<file path="config.mk">
export PLATFORM = sky130hd
export DESIGN_NAME = arbiter
export DESIGN_NICKNAME = d
export VERILOG_FILES = /design/src/rtl/arbiter.sv
export SDC_FILE = /design/constraint.sdc
export NUM_CORES = 1
export LEC_CHECK = 0
export BUFFER_PORTS_ARGS = -buffer_cell sky130_fd_sc_hd__buf_4
export CAP_MARGIN = 20
export CORE_AREA = 2 2 39 41
export DETAILED_ROUTE_END_ITERATION = 8
export DIE_AREA = 0 0 41 43
export SLEW_MARGIN = 20
export SYNTH_ARGS = -nofsm -noshare
export SYNTH_HDL_FRONTEND = slang
export SYNTH_SLANG_ARGS = --single-unit
</file>
<file path="constraint.sdc">
create_clock -name clk -period 1.7 [get_ports clk]
set_clock_uncertainty 0.1 [all_clocks]
set_input_delay 0.17 -clock clk [delete_from_list [all_inputs] [get_ports clk]]
set_output_delay 0.17 -clock clk [all_outputs]
set_load 0.01 [all_outputs]
</file>
<file path="src/rtl/arbiter.sv">
`default_nettype none
// +----------------------------------------------------------------------------+
// | Module      : arbiter                                                      |
// | Description : Round-robin arbiter, NUM requesters, registered one-hot gnt. |
// | Revision    : 1.0 - initial release                                        |
// +----------------------------------------------------------------------------+
module arbiter #(
    parameter int NUM = 4
) (
    input  logic           clk,
    input  logic           reset_n,
    input  logic [NUM-1:0] req,
    output logic [NUM-1:0] gnt
);

    localparam int c_PTR_W = (NUM > 1) ? $clog2(NUM) : 1;

    logic [NUM-1:0]     r_gnt;
    logic [c_PTR_W-1:0] r_ptr;

    logic               w_found;
    logic [c_PTR_W-1:0] w_win;
    logic [c_PTR_W-1:0] w_idx;
    logic [c_PTR_W:0]   w_sum;
    logic [c_PTR_W-1:0] w_ptr_nxt;

    // Scan from r_ptr upward with modulo-NUM wrap; first active request wins.
    always_comb begin
        w_found = 1'b0;
        w_win   = '0;
        w_sum   = '0;
        w_idx   = '0;
        for (int i = 0; i < NUM; i++) begin
            w_sum = {1'b0, r_ptr} + (c_PTR_W+1)'(i);
            if (w_sum >= (c_PTR_W+1)'(NUM)) begin
                w_idx = c_PTR_W'(w_sum - (c_PTR_W+1)'(NUM));
            end else begin
                w_idx = c_PTR_W'(w_sum);
            end
            if (!w_found && req[w_idx]) begin
                w_found = 1'b1;
                w_win   = w_idx;
            end
        end
    end

    assign w_ptr_nxt = (w_win == c_PTR_W'(NUM - 1)) ? '0 : w_win + 1'b1;

    always_ff @(posedge clk or negedge reset_n) begin
        if (!reset_n) begin
            r_gnt <= '0;
            r_ptr <= '0;
        end else if (w_found) begin
            r_gnt <= NUM'(1) << w_win;
            r_ptr <= w_ptr_nxt;
        end else begin
            r_gnt <= '0;
        end
    end

    assign gnt = r_gnt;

endmodule
`default_nettype wire

</file>
# Word-level counts from Yosys, hierarchy flattened
# Cells that the tools add are included.
[totals]
register_bits = 6
inputBits = 6
word_cells = 48
[classes]
n_addsub = 8
n_lt_le_gt_ge = 8
n_eq_ne = 1
shift = 1
mux = 22
reduce_logical = 6
[op_table]
columns = ["cell", "n"]
rows = [
  ["2-bit two-way mux", 9],
  ["2-bit by 3-bit < comparator with 1-bit output, second input constant", 4],
  ["3-bit >= comparator, second input constant", 3],
  ["1-bit binary-select mux with 2-bit select", 4],
  ["1-bit two-way mux", 8],
  ["2-bit by 1-bit subtractor with 2-bit output, second input constant", 4],
  ["2-bit by 2-bit adder with 3-bit output, second input constant", 2],
  ["4-bit two-way mux", 1],
  ["1-bit by 2-bit left shift with 4-bit output, first input constant", 1],
  ["2-bit by 1-bit adder with 3-bit output, second input constant", 1],
  ["2-bit by 3-bit >= comparator with 1-bit output, second input constant", 1],
  ["1-bit logical AND", 3],
  ["1-bit zero test", 3],
  ["2-bit by 1-bit adder with 2-bit output, second input constant", 1],
  ["2-bit == test, second input constant", 1],
]

# Longest topological paths before layout
[logic_depth]
depth_word = 16
ltp_mapped = 5
depth_no_buf = 5

# Least setup slack after synthesis
# OpenSTA, ideal clock, no wires.
[synth_timing]
path_kind = "register to register"
start = "register r_ptr[1]"
end = "register r_ptr[1]"
setup_ps = 125
t_arrival_ps = 1444
setup_slack_ps = 31
path_stages_with_launch = 6
path_buffers = 0
period_less_slack_ps = 1669
cell_sequence = "dfrtp_1 -> nand2b_1 -> a31oi_1 -> nor2b_1 -> ha_1 -> mux2_2"
[synth_via]
elab_chain_cells = 16
[synth_rtl]
columns = ["element", "line_no", "source"]
rows = [
  ["start: declaration", "19", "logic [c_PTR_W-1:0] r_ptr;"],
  ["start signal: assignment", "55", "r_ptr <= w_ptr_nxt;"],
  ["parallel branches: the longest is 13 deep, another holds 2-bit by 1-bit adder with 3-bit output", "n/a", ""],
  ["2-bit two-way mux (*)", "40", "if (!w_found && req[w_idx]) begin"],
  ["2-bit by 1-bit adder with 2-bit output or 2-bit == test (tied branches)", "47", "assign w_ptr_nxt = (w_win == c_PTR_W'(NUM - 1)) ? '0 : w_win + 1'b1;"],
  ["2-bit two-way mux (*)", "47", ""],
  ["via w_ptr_nxt[1]", "25", "logic [c_PTR_W-1:0] w_ptr_nxt;"],
]
# Mark *: on every way through the listed nets, which the timed path passes. The select of a mux whose other input is x is not followed.
# A chain may end at the register's enable or synchronous reset.

# Worst setup path in the final report
# Same ends and word-level chain as after synthesis.

==> flow_summary_export.csv <==
group,metric,value,unit
route,firstDrtPassIters,1,
setup_path,crit_fanout,6,
power_and_ir_drop,clkPwrFrac,15.7,%
outcome,violations,"negative setup slack",
synthesis,synthFlopType,"dfrtp_1",
job,drv_cap,0,
floorplanning,die-area,1760,µm²
grt,use_met1,10.6,%
grt,grt_overflow,0,
power_and_ir_drop,power.share.switching,32.6,%
setup_path,start_kind,"flip-flop",
synthesis,synthCells,32,
final_layout,layout-drive-gt1-share,56.0,%
final_layout,fin_cells,66,
route,postRouteAntennaNets,0,
placement,placed_area,495,µm²
floorplanning,die_h,43,µm
synthesis,synthTopCellsByCount,"dfrtp_1 (6), ha_1 (4), and2b_1 (3), nand2b_1 (3)",
grt,grt_pass1_wl,1100,µm
timing,fin_crit_sh,100,%
floorplanning,die_w,41,µm
power_and_ir_drop,combPwrFrac,51.3,%
cts,clk_pin_slew_worst_paths,50,ps
timing,rsz0062_at_grt,"yes",
grt,top_usage_layer,"met2",
cts,cts_buffers,3,
floorplanning,core-area,1380,µm²
final_layout,finalInstanceArea,562,µm²
cts,ctsHtreeMaxLevel,1,
grt,antenna_found_initial,0,
placement,dp_slack,-72.0,ps
synthesis,yosysTopAreaCell,"dfrtp_1",
cts,cts_buffer_depth,2,
final_layout,area_delta_synth_final,51.7,%
floorplanning,std_cell_rows,14,
route,vias,297,
power_and_ir_drop,p_leak,0.283,nW
timing,tightestPinTransition,362,ps
cts,cts_tree,"yes",
synthesis,synthArstFlopShare,100,%
synthesis,ys_seq_elements,6,
synthesis,synth_top_area_share,40.5,%
final_layout,postLayoutCoreUtil,40.6,%
cts,cts-root-buf,"clkbuf_4",
setup_path,critPathRequiredTime,1720,ps
placement,port_buffers,9,
placement,dp_hpwl,553,µm
timing,max_freq,0.587,GHz
power_and_ir_drop,switchingPower,0.261,mW
cts,clk_latency,240,ps
grt,grt_use_met2,16.3,%
setup_path,worstPathArrival,1730,ps
synthesis,synth_edf_count,0,
grt,grt_pass1_vias,255,
synthesis,synthDistinctLibCells,17,
hold_path,min_path_type,"in2reg",
grt,grt.total_usage,9.15,%
synthesis,synth.area.top_cells,"dfrtp_1 (41%), ha_1 (14%), and2b_1 (6.1%)",
route,post_drt_wl_per_cell,11.3,µm
power_and_ir_drop,p_int,0.539,mW
floorplanning,initial_utilization,26.8,%
placement,dp_cells,62,
route,viasPerCell,4.50,
floorplanning,ios,10,
route,drc,0,
final_layout,nNetsFinal,62,
timing,slew_headroom,75.8,%
final_layout,diodes,0,
grt,grtUsageMet3,1.57,%
cts,cts_num_sinks,6,
synthesis,postSynthAreaPerCell,11.6,µm²
synthesis,yosysSeqAreaShare,40.5,%
synthesis,synth_area,370,µm²
synthesis,synth_fp_nets,42,
synthesis,yosys.cell_count.top_type,"dfrtp_1",
timing,hold_violations,0,
placement,place.gp.congestion,0.657,
timing,setup_viol,1,
route,drtIter0Drc,0,
power_and_ir_drop,seqPwrFrac,32.9,%
timing,fin_crit,1700,ps
route,routed_wl,749,µm
timing,fin_ws,-3.98,ps
setup_path,crit_type,"reg2reg",
grt,grt_max_degree,7,
synthesis,ys.warnings.count,0,
power_and_ir_drop,ir_drop,0.367,mV
setup_path,cp-end-kind,"flip-flop",
outcome,status,"finished, violations left",
power_and_ir_drop,p_per_area,1420,nW/µm²
timing,slew_violations,0,
area by class of cell:
class	count	area, µm²
flip-flops and latches	6	153
multi-input cells	26	251
well taps	16	20.0
fillers	129	822
clock buffers	3	22.5
repair buffers	15	115
flip-flops by register name (all words and copies together), names as in the netlist:
signal and count:
r_ptr 2, gnt 4
layer usage:
layer / part of all wire, % / vias to the layer above
met1: 39 / 142
met5: 0 / -
met3: 3.5 / 0
met2: 57 / 6
li1: - / 149
met4: 0 / 0
worst paths after layout:
kind	end	startpoint	cells after the start	slack, ps
max in group asynchronous	r_ptr[1]	reset_n	2	1210
min in group asynchronous	gnt[3]	reset_n	2	170
worst max register to register	r_ptr[1]	r_ptr[1]	5	-4
worst min register to register	r_ptr[1]	r_ptr[1]	1	500
worst min-delay path	r_ptr[0]	req[1]	3	130
worst max-delay path	r_ptr[1]	r_ptr[1]	5	-4
metrics by stage:
step / TNS [ps] / hold WS [ps] / power (mW)
floorplan: 0 / -226 / 0.439
global placement: -37.4 / -124 / 0.597
detailed placement: -72.0 / -121 / 0.607
CTS: -41.8 / 112 / 0.757
global route: -92.0 / 152 / 0.868
finish: -3.98 / 129 / 0.800
power groups by stage:
stage                     Combinational [mW]  Clock [mW]  Sequential, mW
after floorplan                        0.179           0           0.260
after global placement                 0.350           0           0.248
after detailed placement               0.357           0           0.250
after CTS                              0.376       0.131           0.250
after global routing                   0.455       0.140           0.274
final                                  0.411       0.126           0.263
repair_timing:
item	CTS	global route
pin swaps	2	0
resized for setup	2	7
hold endpoints to repair	6	0
hold buffers	1	0
endpoints found under the setup margin	1	3
buffers inserted	0	0
worst max-delay path: stages (launching register included):
cell and delay, ps:
dfrtp_2 410, nand2b_4 150, nor2_2 40, o32a_1 340, ha_1 280, mux2_4 270
logic make-up after synthesis:
kind of cell | count (synthesis) | synth area share [%]
compound gates | 5 | 10.1
fa+ha+maj | 4 | 13.5
flops | 6 | 40.5
mux | 1 | 3.04
simple gates | 16 | 32.8
cell usage in the layout (no fill, tap or decap), types with 2 or more instances in the layout:
master    Yosys  routed
nand2b_1      3       2
clkbuf_4      0       3
and2b_1       3       3
nand2b_4      1       2
dfrtp_1       6       4
dfrtp_2       0       2
buf_4         0      14
nand2_1       2       2
ha_1          4       4
No activity file was read; power rests on OpenSTA's default activity.
